`src/rtl/frame_gen_pkg.sv`:
```
// rtl/frame_gen_pkg.sv - shared constants for the frame pattern generator
package frame_gen_pkg;

  typedef enum logic [3:0] {
    MODE_BLACK   = 4'd0,
    MODE_WHITE   = 4'd1,
    MODE_HRAMP   = 4'd2,
    MODE_VRAMP   = 4'd3,
    MODE_CHECKER = 4'd4,
    MODE_BARS    = 4'd5,
    MODE_BOX     = 4'd6,
    MODE_PRBS    = 4'd7
  } mode_e;

  // Index 0 is the leftmost bar; bit 0 = R, bit 1 = G, bit 2 = B
  localparam logic [7:0][2:0] BAR_CODES = {3'd0, 3'd4, 3'd1, 3'd5, 3'd2, 3'd6, 3'd3, 3'd7};

  localparam logic [15:0] LFSR_SEED = 16'hACE1;

  // Right-shifting Fibonacci form of x^16+x^14+x^13+x^11+1
  function automatic logic [15:0] lfsr_step(input logic [15:0] s);
    return {s[0] ^ s[2] ^ s[3] ^ s[5], s[15:1]};
  endfunction

endpackage

```
`src/rtl/pattern_ramp_acc.sv`:
```
// rtl/pattern_ramp_acc.sv - exact floor(n*MAXV/(SPAN-1)) ramp built from a quotient/remainder accumulator
module pattern_ramp_acc #(
  parameter int SPAN  = 640,
  parameter int PIX_W = 8
) (
  input  logic             clk,
  input  logic             rst,
  input  logic             clr,
  input  logic             step,
  output logic [PIX_W-1:0] value
);
  localparam int MAXV = (1 << PIX_W) - 1;
  localparam int DEN  = SPAN - 1;
  localparam int Q    = MAXV / DEN;
  localparam int R    = MAXV % DEN;
  localparam int RW   = $clog2(SPAN) + 1;

  logic [PIX_W-1:0] val_q, val_d, val_b;
  logic [RW-1:0]    rem_q, rem_d, rem_b, rem_s;

  // Clear applies first so a clear+step pair yields the value for n=1
  always_comb begin
    val_b = clr ? '0 : val_q;
    rem_b = clr ? '0 : rem_q;
    rem_s = rem_b + RW'(R);
    val_d = val_b;
    rem_d = rem_b;
    if (step) begin
      if (rem_s >= RW'(DEN)) begin
        val_d = val_b + PIX_W'(Q + 1);
        rem_d = rem_s - RW'(DEN);
      end else begin
        val_d = val_b + PIX_W'(Q);
        rem_d = rem_s;
      end
    end
  end

  always_ff @(posedge clk or posedge rst) begin
    if (rst) begin
      val_q <= '0;
      rem_q <= '0;
    end else begin
      val_q <= val_d;
      rem_q <= rem_d;
    end
  end

  assign value = val_q;

endmodule

```
`src/rtl/frame_pattern_gen_mc.sv`:
```
// rtl/frame_pattern_gen_mc.sv - multi-channel frame-locked test-pattern generator
module frame_pattern_gen_mc
  import frame_gen_pkg::*;
#(
  parameter int H_ACTIVE = 640,
  parameter int V_ACTIVE = 480,
  parameter int PIX_W    = 8,
  parameter int CHANNELS = 3,
  parameter int TILE_W   = 80,
  parameter int TILE_H   = 60,
  parameter int BOX_SIZE = 32
) (
  input  logic                      clk,
  input  logic                      rst,
  input  logic [3:0]                sel,
  input  logic                      fval_posedge,
  input  logic                      lval_negedge,
  input  logic                      dval,
  output logic [CHANNELS*PIX_W-1:0] pix_out,
  output logic                      pix_valid,
  output logic [15:0]               frame_cnt,
  output logic                      timing_err
);
  localparam int XW    = $clog2(H_ACTIVE);
  localparam int YW    = $clog2(V_ACTIVE);
  localparam int TXW   = $clog2(TILE_W + 1);
  localparam int TYW   = $clog2(TILE_H + 1);
  localparam int BAR_W = H_ACTIVE / 8;
  localparam int BW    = $clog2(BAR_W + 1);
  localparam logic [PIX_W-1:0] MAXV = '1;

  logic [3:0]                mode_q, mode_d, mode_b;
  logic [XW-1:0]             x_q, x_d, x_b, box_q, box_d, box_b;
  logic [YW-1:0]             y_q, y_d, y_b;
  logic                      x_sat_q, x_sat_d, x_sat_b, y_sat_q, y_sat_d, y_sat_b;
  logic                      err_q, err_d;
  logic [15:0]               fcnt_q, fcnt_d, lfsr_q, lfsr_d, lfsr_b;
  logic [TXW-1:0]            tx_q, tx_d, tx_b;
  logic [TYW-1:0]            ty_q, ty_d, ty_b;
  logic                      px_q, px_d, px_b, py_q, py_d, py_b;
  logic [BW-1:0]             bpos_q, bpos_d, bpos_b;
  logic [2:0]                bidx_q, bidx_d, bidx_b, code;
  logic [CHANNELS*PIX_W-1:0] pix_q, pix_d;
  logic                      valid_q;
  logic [PIX_W-1:0]          h_val, v_val, h_b, v_b, chan_v;
  logic                      lval, x_adv, h_clr, h_step, v_step, in_box;

  // "_b" is the state the current beat renders from: a frame start substitutes the fresh frame
  assign mode_b  = fval_posedge ? sel : mode_q;
  assign x_b     = fval_posedge ? '0 : x_q;
  assign x_sat_b = x_sat_q & ~fval_posedge;
  assign y_b     = fval_posedge ? '0 : y_q;
  assign y_sat_b = y_sat_q & ~fval_posedge;
  assign lfsr_b  = fval_posedge ? LFSR_SEED : lfsr_q;
  assign box_b   = !fval_posedge ? box_q :
                   (box_q == XW'(H_ACTIVE - BOX_SIZE)) ? '0 : box_q + XW'(1);
  assign tx_b    = fval_posedge ? '0 : tx_q;
  assign px_b    = px_q & ~fval_posedge;
  assign ty_b    = fval_posedge ? '0 : ty_q;
  assign py_b    = py_q & ~fval_posedge;
  assign bpos_b  = fval_posedge ? '0 : bpos_q;
  assign bidx_b  = fval_posedge ? '0 : bidx_q;
  assign h_b     = fval_posedge ? '0 : h_val;
  assign v_b     = fval_posedge ? '0 : v_val;

  assign lval   = lval_negedge & ~fval_posedge;
  assign x_adv  = dval & (x_b != XW'(H_ACTIVE - 1));
  assign h_clr  = fval_posedge | lval_negedge;
  assign h_step = x_adv & ~lval;
  assign v_step = lval & (y_q != YW'(V_ACTIVE - 1));
  assign code   = BAR_CODES[bidx_b];
  assign in_box = (x_b >= box_b) && ({1'b0, x_b} < {1'b0, box_b} + (XW+1)'(BOX_SIZE)) &&
                  (y_b < YW'(BOX_SIZE));

  pattern_ramp_acc #(.SPAN(H_ACTIVE), .PIX_W(PIX_W)) u_h_ramp (
    .clk(clk), .rst(rst), .clr(h_clr), .step(h_step), .value(h_val)
  );

  pattern_ramp_acc #(.SPAN(V_ACTIVE), .PIX_W(PIX_W)) u_v_ramp (
    .clk(clk), .rst(rst), .clr(fval_posedge), .step(v_step), .value(v_val)
  );

  always_comb begin
    mode_d  = mode_b;
    x_d     = x_b;
    x_sat_d = x_sat_b;
    y_d     = y_b;
    y_sat_d = y_sat_b;
    err_d   = err_q & ~fval_posedge;
    fcnt_d  = fcnt_q + (fval_posedge ? 16'd1 : 16'd0);
    lfsr_d  = dval ? lfsr_step(lfsr_b) : lfsr_b;
    box_d   = box_b;
    tx_d    = tx_b;
    px_d    = px_b;
    ty_d    = ty_b;
    py_d    = py_b;
    bpos_d  = bpos_b;
    bidx_d  = bidx_b;
    pix_d   = '0;
    chan_v  = '0;

    if (x_adv) begin
      x_d = x_b + XW'(1);
      if (tx_b == TXW'(TILE_W - 1)) begin
        tx_d = '0;
        px_d = ~px_b;
      end else begin
        tx_d = tx_b + TXW'(1);
      end
      if (bidx_b != 3'd7) begin
        if (bpos_b == BW'(BAR_W - 1)) begin
          bpos_d = '0;
          bidx_d = bidx_b + 3'd1;
        end else begin
          bpos_d = bpos_b + BW'(1);
        end
      end
    end else if (dval) begin
      // First beat at the last column is legal; any further beat is an overrun
      if (x_sat_b) err_d = 1'b1;
      else         x_sat_d = 1'b1;
    end

    if (lval) begin
      x_d     = '0;
      x_sat_d = 1'b0;
      tx_d    = '0;
      px_d    = 1'b0;
      bpos_d  = '0;
      bidx_d  = '0;
      if (v_step) begin
        y_d = y_q + YW'(1);
        if (ty_q == TYW'(TILE_H - 1)) begin
          ty_d = '0;
          py_d = ~py_q;
        end else begin
          ty_d = ty_q + TYW'(1);
        end
      end else if (y_sat_q) begin
        err_d = 1'b1;
      end else begin
        y_sat_d = 1'b1;
      end
    end

    for (int c = 0; c < CHANNELS; c++) begin
      case (mode_b)
        MODE_WHITE:   chan_v = MAXV;
        MODE_HRAMP:   chan_v = h_b;
        MODE_VRAMP:   chan_v = v_b;
        MODE_CHECKER: chan_v = (px_b ^ py_b) ? MAXV : '0;
        MODE_BARS:    chan_v = code[2'(c % 3)] ? MAXV : '0;
        MODE_BOX:     chan_v = in_box ? MAXV : '0;
        MODE_PRBS:    chan_v = lfsr_b[PIX_W-1:0];
        default:      chan_v = '0;
      endcase
      pix_d[c*PIX_W +: PIX_W] = dval ? chan_v : '0;
    end
  end

  always_ff @(posedge clk or posedge rst) begin
    if (rst) begin
      mode_q  <= '0;
      x_q     <= '0;
      x_sat_q <= 1'b0;
      y_q     <= '0;
      y_sat_q <= 1'b0;
      err_q   <= 1'b0;
      fcnt_q  <= '0;
      lfsr_q  <= LFSR_SEED;
      box_q   <= '0;
      tx_q    <= '0;
      px_q    <= 1'b0;
      ty_q    <= '0;
      py_q    <= 1'b0;
      bpos_q  <= '0;
      bidx_q  <= '0;
      pix_q   <= '0;
      valid_q <= 1'b0;
    end else begin
      mode_q  <= mode_d;
      x_q     <= x_d;
      x_sat_q <= x_sat_d;
      y_q     <= y_d;
      y_sat_q <= y_sat_d;
      err_q   <= err_d;
      fcnt_q  <= fcnt_d;
      lfsr_q  <= lfsr_d;
      box_q   <= box_d;
      tx_q    <= tx_d;
      px_q    <= px_d;
      ty_q    <= ty_d;
      py_q    <= py_d;
      bpos_q  <= bpos_d;
      bidx_q  <= bidx_d;
      pix_q   <= pix_d;
      valid_q <= dval;
    end
  end

  assign pix_out    = pix_q;
  assign pix_valid  = valid_q;
  assign frame_cnt  = fcnt_q;
  assign timing_err = err_q;

endmodule

```
`config.mk`:
```
export PLATFORM = sky130hd
export DESIGN_NAME = frame_pattern_gen_mc
export DESIGN_NICKNAME = d
export VERILOG_FILES = /design/src/rtl/frame_gen_pkg.sv /design/src/rtl/pattern_ramp_acc.sv /design/src/rtl/frame_pattern_gen_mc.sv
export SDC_FILE = /design/constraint.sdc
export NUM_CORES = 1
export LEC_CHECK = 0
export ABC_AREA = 1
export BUFFER_PORTS_ARGS = -buffer_cell sky130_fd_sc_hd__buf_2
export CAP_MARGIN = 30
export CORE_ASPECT_RATIO = 0.7
export CORE_MARGIN = 5
export CORE_UTILIZATION = 46
export DETAILED_ROUTE_END_ITERATION = 10
export GPL_TIMING_DRIVEN = 0
export PLACE_DENSITY_LB_ADDON = 0.1
export SLEW_MARGIN = 20
export SYNTH_ARGS = -nofsm -noshare
export SYNTH_HDL_FRONTEND = slang
export SYNTH_SLANG_ARGS = --single-unit
```
`constraint.sdc`:
```
create_clock -name clk -period 4.3 [get_ports clk]
set_input_delay 0.215 -clock clk [delete_from_list [all_inputs] [get_ports clk]]
set_output_delay 0.215 -clock clk [all_outputs]
set_load 0.01 [all_outputs]
```
==> results of run 1 <==
[path summary, 6_finish.rpt]
kind                         startpoint           to  slack, ns  cells past startpoint
max                        fval_posedge   pix_out[5]       0.53                     23
min                              sel[3]    mode_q[3]       0.08                      3
max reg2reg                    box_q[0]  pix_out[19]       0.88                     24
min reg2reg                        py_q         py_q       0.46                      1
max in group asynchronous           rst   lfsr_q[15]       3.02                      5
min in group asynchronous           rst      ty_q[0]       0.44                      3
[cell usage after synthesis, drive strengths merged (5+ instances only)]
master	number	area, um^2
nand2	328	1280
inv	170	643
nor2	163	668
dfrtp	147	3680
nand3	118	626
o21ai	65	333
xor2	37	332
ha	31	388
nand4	28	175
buf	27	169
a21oi	26	130
nor3	19	110
xnor2	18	165
clkbuf	11	41.3
dfstp	8	210
nor4	7	43.8
a211oi	5	37.5
[routing by layer]
layer | vias up | track usage (%) | share of wire, %
met4 | 0 | 4.70 | 1.0
met5 | - | 0 | 0
li1 | 4121 | - | -
met3 | 20 | 4.01 | 4.4
met1 | 3800 | 31.8 | 53
met2 | 141 | 29.5 | 41
[area by class of cell]
type	count	area, um^2
buffer	38	210
clock inverter	14	115
inverter	172	654
clock buffer	18	439
multi-input combinational	879	4550
fill	1926	9270
sequential	155	3890
timing repair buffer	57	385
tap	270	338
[state kept, by name, summed over array words and instances, names as in the netlist]
register        count
mode_q              4
u_v_ramp.value      8
bpos_q              7
y_sat_q             1
tx_q                7
box_q              10
x_sat_q             1
y_q                 9
ty_q                6
u_h_ramp.rem_q     11
u_v_ramp.rem_q     10
pix_out            24
py_q                1
px_q                1
pix_valid           1
u_h_ramp.value      8
x_q                10
timing_err          1
bidx_q              3
frame_cnt          16
lfsr_q             16
[per-stage QoR]
step | total power, mW | worst slack (ns)
4_1_cts | 4.63 | 0.513
2_1_floorplan | 2.84 | 1.52
5_1_grt | 4.91 | 0.187
3_3_place_gp | 3.14 | 0.130
6_report | 4.59 | 0.533
3_5_place_dp | 3.19 | 0.0788
[repair_timing]
item                                    4_1_cts  5_1_grt
endpoints found under the hold margin        26        0
endpoints found under the setup margin        0        0
hold buffers                                  2        0
[power groups by stage]
stage	Sequential (mW)	Combinational (mW)	Clock, mW
floorplan	1.78	1.06	0
global placement	1.78	1.36	0
detailed placement	1.78	1.41	0
CTS	1.76	1.41	1.46
global route	1.78	1.61	1.52
finish	1.76	1.41	1.42
[worst max-delay path: stages]
cell	delay, ns
buf_2	0.17
buf_6	0.22
buf_2	0.33
buf_1	0.53
buf_1	0.56
nand3_1	0.13
o21ai_0	0.14
inv_1	0.08
ha_1	0.30
inv_1	0.05
o21bai_1	0.18
a21oi_1	0.10
nor2_1	0.12
o21bai_1	0.08
nand2_1	0.07
nand2_1	0.05
nand2_1	0.06
nand2_1	0.06
nand2_1	0.19
buf_4	0.21
nand3_1	0.09
nand2_1	0.08
inv_1	0.04
[logic make-up (layout without fill, tap and decap cells)]
family,count (synthesis),after routing,synth area share [%]
buffers and inverters,210,299,9.26
multiplexers,3,3,0.323
AO/OA/AOI/OAI,118,118,7.21
adder cells (fa/ha/maj),31,31,4.17
flip-flops,155,155,41.8
AND/OR/NAND/NOR,672,672,31.9
XOR/XNOR,55,55,5.34
[cells in the final DEF (no fill, tap or decap), types with 16 or more instances in the layout]
cell type	instances
a21oi_1	26
nor2_1	152
nand4_1	28
clkbuf_16	17
xor2_1	36
inv_1	157
buf_2	59
xnor2_1	17
nand3_1	114
o21ai_0	57
ha_1	31
dfrtp_1	147
nor3_1	16
nand2_1	315
==> flow_metrics.env, run 1 <==
export IMPL_dr_pass1_iters=5
export IMPL_p_clk_share_pct=31.0
export IMPL_clock_path_buffers=2
export IMPL_cp_arrival_ns=4.09
export IMPL_finalSetupViolCount=0
export IMPL_path_clk_slew_ns=0.07
export IMPL_synth_seq_cells=155
export IMPL_gp_congestion=0.840
export IMPL_wl_per_cell_um=14.2
export IMPL_path_class="in -> reg"
export IMPL_drt_iter0_markers=617
export IMPL_drcViolationCount=0
export IMPL_totalWireLength_mm=22.7
export IMPL_leakage_nw=5.67
export IMPL_timing_fmax_mhz=265
export IMPL_max_cap_viol_count=0
export IMPL_dpl_cell_area_um2=10000
export IMPL_overflow=0
export IMPL_p_sw_mw=1.68
export IMPL_pin_count=51
export IMPL_syn_num_nets=1284
export IMPL_post_route_util_pct=53.3
export IMPL_antenna_found_initial=0
export IMPL_drive_above_1_share_pct=12.2
export IMPL_synth_edff_count=0
export IMPL_cts_resized=0
export IMPL_p_per_area_nw_per_um2=433
export IMPL_status="finished clean"
export IMPL_cts_sinks=155
export IMPL_hold_viol=0
export IMPL_cts_buffers=17
export IMPL_grt_pass1_wl_mm=38.6
export IMPL_initial_core_util_pct=46.8
export IMPL_synthArstFlopShare_pct=100
export IMPL_crit_fanout=10
export IMPL_grt_total_usage_pct=20.5
export IMPL_ir_drop_mv=0.285
export IMPL_finalClockSkew_ns=0.00537
export IMPL_clk_latency_ns=0.43
export IMPL_vias=8082
export IMPL_hp_class="in -> reg"
export IMPL_finalNonFillerCells=1603
export IMPL_detail_route_antenna_nets=0
export IMPL_ys_flop_type="dfrtp_1"
export IMPL_whs_ns=0.0811
export IMPL_crit_required_ns=4.63
export IMPL_syn_area_um2=9300
export IMPL_grt_pass1_vias=7570
export IMPL_slew_headroom_pct=53.3
export IMPL_synth_cell_types=55
export IMPL_dp_hpwl_mm=16.9
export IMPL_pwr_share_comb_pct=30.6
export IMPL_power_internal_mw=2.91
export IMPL_chipHeight_um=129
export IMPL_core_um2=19900
export IMPL_post_cts_buffers=0
export IMPL_cts_tree="built"
export IMPL_num_rows=43
export IMPL_syn_inst=1244
export IMPL_clockRootBuffer="clkbuf_16"
export IMPL_fin_setup_tns_ns=0
export IMPL_end_kind="register"
export IMPL_slew_viol_final=0
export IMPL_netSwitchingFraction_pct=36.6
export IMPL_post_route_period_util_pct=87.6
export IMPL_final_nets=1360
export IMPL_finalInstanceArea_um2=10600
export IMPL_cp_start_kind="input pin"
export IMPL_yosysWarnings=0
export IMPL_die_area_um2=23200
export IMPL_port_buffers=50
export IMPL_power_frac_seq_pct=38.3
export IMPL_postSynthAreaPerCell_um2=7.48
export IMPL_vias_per_cell=5.04
export IMPL_die_x_um=180
export IMPL_period_needed_ns=3.77
export IMPL_ys_seq_area_share_pct=41.8
export IMPL_cts_max_level=4
export IMPL_rsz0062_at_grt="no"
export IMPL_dp_cells=1569
export IMPL_n_antenna_cell=0
export IMPL_area_delta_synth_final_pct=13.8
export IMPL_worst_pin_slew_ns=0.700
export IMPL_grt_max_degree=31
No activity file was read; power rests on OpenSTA's default activity.
==> inputs of run 2 (changes only) <==
--- a/config.mk
+++ b/config.mk
@@ -10,7 +10,7 @@
 export CAP_MARGIN = 30
 export CORE_ASPECT_RATIO = 0.7
 export CORE_MARGIN = 5
-export CORE_UTILIZATION = 46
+export CORE_UTILIZATION = 55
 export DETAILED_ROUTE_END_ITERATION = 10
 export GPL_TIMING_DRIVEN = 0
 export PLACE_DENSITY_LB_ADDON = 0.1
==> flow_metrics.env, run 2 (same netlist as run 1, synthesis figures left out) <==
export IMPL_cts_resized=0
export IMPL_n_antenna_cell=0
export IMPL_reg2reg_from="box_q[0]"
export IMPL_num_rows=39
export IMPL_area_delta_synth_final_pct=12.8
export IMPL_worst_path_max_delay_cell="buf_1"
export IMPL_nFillCells=1493
export IMPL_regArea_um2=3890
export IMPL_cts_tree="built"
export IMPL_hold_viol=0
export IMPL_max_cap_viol_count=0
export IMPL_hold_end="mode_q[3]"
export IMPL_die_x_um=165
export IMPL_timing_fmax_mhz=275
export IMPL_crit_start="fval_posedge"
export IMPL_cpPeakStageDelay_ns=0.58
export IMPL_slew_headroom_pct=47.6
export IMPL_clk_latency_ns=0.44
export IMPL_drt_iter0_markers=631
export IMPL_cts_max_level=4
export IMPL_totalWireLength_mm=22.3
export IMPL_worst_pin_slew_ns=0.782
export IMPL_end_kind="register"
export IMPL_clock_path_buffers=2
export IMPL_cp_start_kind="input pin"
export IMPL_path_class="in -> reg"
export IMPL_rsz0062_at_grt="no"
export IMPL_multiInputGateArea_um2=4550
export IMPL_gp_congestion=0.907
export IMPL_crit_fanout=10
export IMPL_critPathTopFamily="buffers and inverters"
export IMPL_hp_class="in -> reg"
export IMPL_crit_required_ns=4.61
export IMPL_antenna_found_initial=0
export IMPL_hold_start="sel[3]"
export IMPL_finalNonFillerCells=1557
export IMPL_hold_depth=3
export IMPL_rrSetupSlack_ns=0.81
export IMPL_status="finished clean"
export IMPL_path_clk_slew_ns=0.07
export IMPL_grt_pass1_wl_mm=37.4
export IMPL_ir_drop_mv=0.323
export IMPL_largest_reg_flops=24
export IMPL_grt_max_degree=35
export IMPL_layout_common_cells="nand2_1 (315), inv_1 (157), nor2_1 (152)"
export IMPL_final_nets=1359
export IMPL_fin_setup_tns_ns=0
export IMPL_drive_above_1_share_pct=12.1
export IMPL_chipHeight_um=119
export IMPL_whs_ns=0.107
export IMPL_core_um2=16400
export IMPL_rr_endpoint="pix_out[5]"
export IMPL_detail_route_antenna_nets=0
export IMPL_grt_pass1_vias=7444
export IMPL_finalSetupViolCount=0
export IMPL_cts_sinks=155
export IMPL_die_area_um2=19600
export IMPL_critPathBufInv=7
export IMPL_vias=8131
export IMPL_clockRootBuffer="clkbuf_16"
export IMPL_overflow=0
export IMPL_dp_hpwl_mm=16.5
export IMPL_pin_count=51
export IMPL_period_needed_ns=3.64
export IMPL_layout_commonest_cell="nand2_1"
export IMPL_cts_buffers=17
export IMPL_grt_total_usage_pct=23.6
export IMPL_cp_cell_sequence="buf_2 -> buf_6 -> buf_2 -> buf_1 -> clkbuf_1 -> nor2_1 -> ha_1 -> inv_1 -> nor4_1 -> nand3_1 -> nand2_1 -> nor2_1 -> clkbuf_1 -> nand4_1 -> xor2_1"
export IMPL_dp_cells=1523
export IMPL_post_route_util_pct=63.8
export IMPL_port_buffers=50
export IMPL_p_per_area_nw_per_um2=439
export IMPL_wl_per_cell_um=14.3
export IMPL_post_route_period_util_pct=84.7
export IMPL_drcViolationCount=0
export IMPL_r2r_cells=24
export IMPL_initial_core_util_pct=56.5
export IMPL_slew_viol_final=0
export IMPL_dr_pass1_iters=5
export IMPL_cp_arrival_ns=3.96
export IMPL_vias_per_cell=5.22
export IMPL_leakage_nw=5.65
export IMPL_finalClockSkew_ns=0.0110
## run 2: metrics by stage
stage / power [mW] / setup slack, ns / cell area [um^2]
floorplan: 2.84 / 1.52 / 9300
global placement: 3.13 / 0.215 / 9830
detailed placement: 3.17 / 0.316 / 9910
CTS: 4.63 / 0.720 / 10500
global route: 4.91 / 0.330 / 10500
finish: 4.61 / 0.658 / 10500
## run 2: per-layer routing
layer  vias up  GRT usage (%)  share of wire [%]
met5         -              0                  0
met4         0           6.54                1.1
met3        19           3.20                6.2
met2       206           33.6                 42
met1      3781           37.4                 50
li1       4125              -                  -
## run 2: repair_timing
| item | 4_1_cts | 5_1_grt |
|---|---|---|
| buffers inserted | 0 | 0 |
| endpoints found under the hold margin | 19 | 0 |
| hold buffers | 2 | 0 |
## run 2: worst min-delay path: stages
cell     delay (ns)
buf_2          0.12
nand2_1        0.09
nand2_1        0.09
## run 2: worst max path at each step
stage / end / slack (ns) / cells past startpoint
floorplan: pix_out[13] / 1.52 / 24
global placement: pix_out[5] / 0.21 / 23
detailed placement: pix_out[8] / 0.32 / 23
CTS: pix_out[8] / 0.72 / 23
global route: pix_out[2] / 0.33 / 23
finish: u_h_ramp.rem_q[0] / 0.66 / 15
## run 2: layout make-up
class	instances	share of cell area, %
multi-input cells	879	43.4
flip-flops and latches	155	37.1
inverters	172	6.24
clock buffers	18	4.09
repair buffers	56	3.34
well taps	225	2.68
plain buffers	38	2.00
clock inverters	14	1.22
## run 2: power by group
group | total (mW) | leakage, nW | internal (mW) | switching [mW]
combinational | 1.40 | 3.37 | 0.499 | 0.901
sequential | 1.76 | 2.01 | 1.63 | 0.123
clock | 1.45 | 0.274 | 0.764 | 0.684
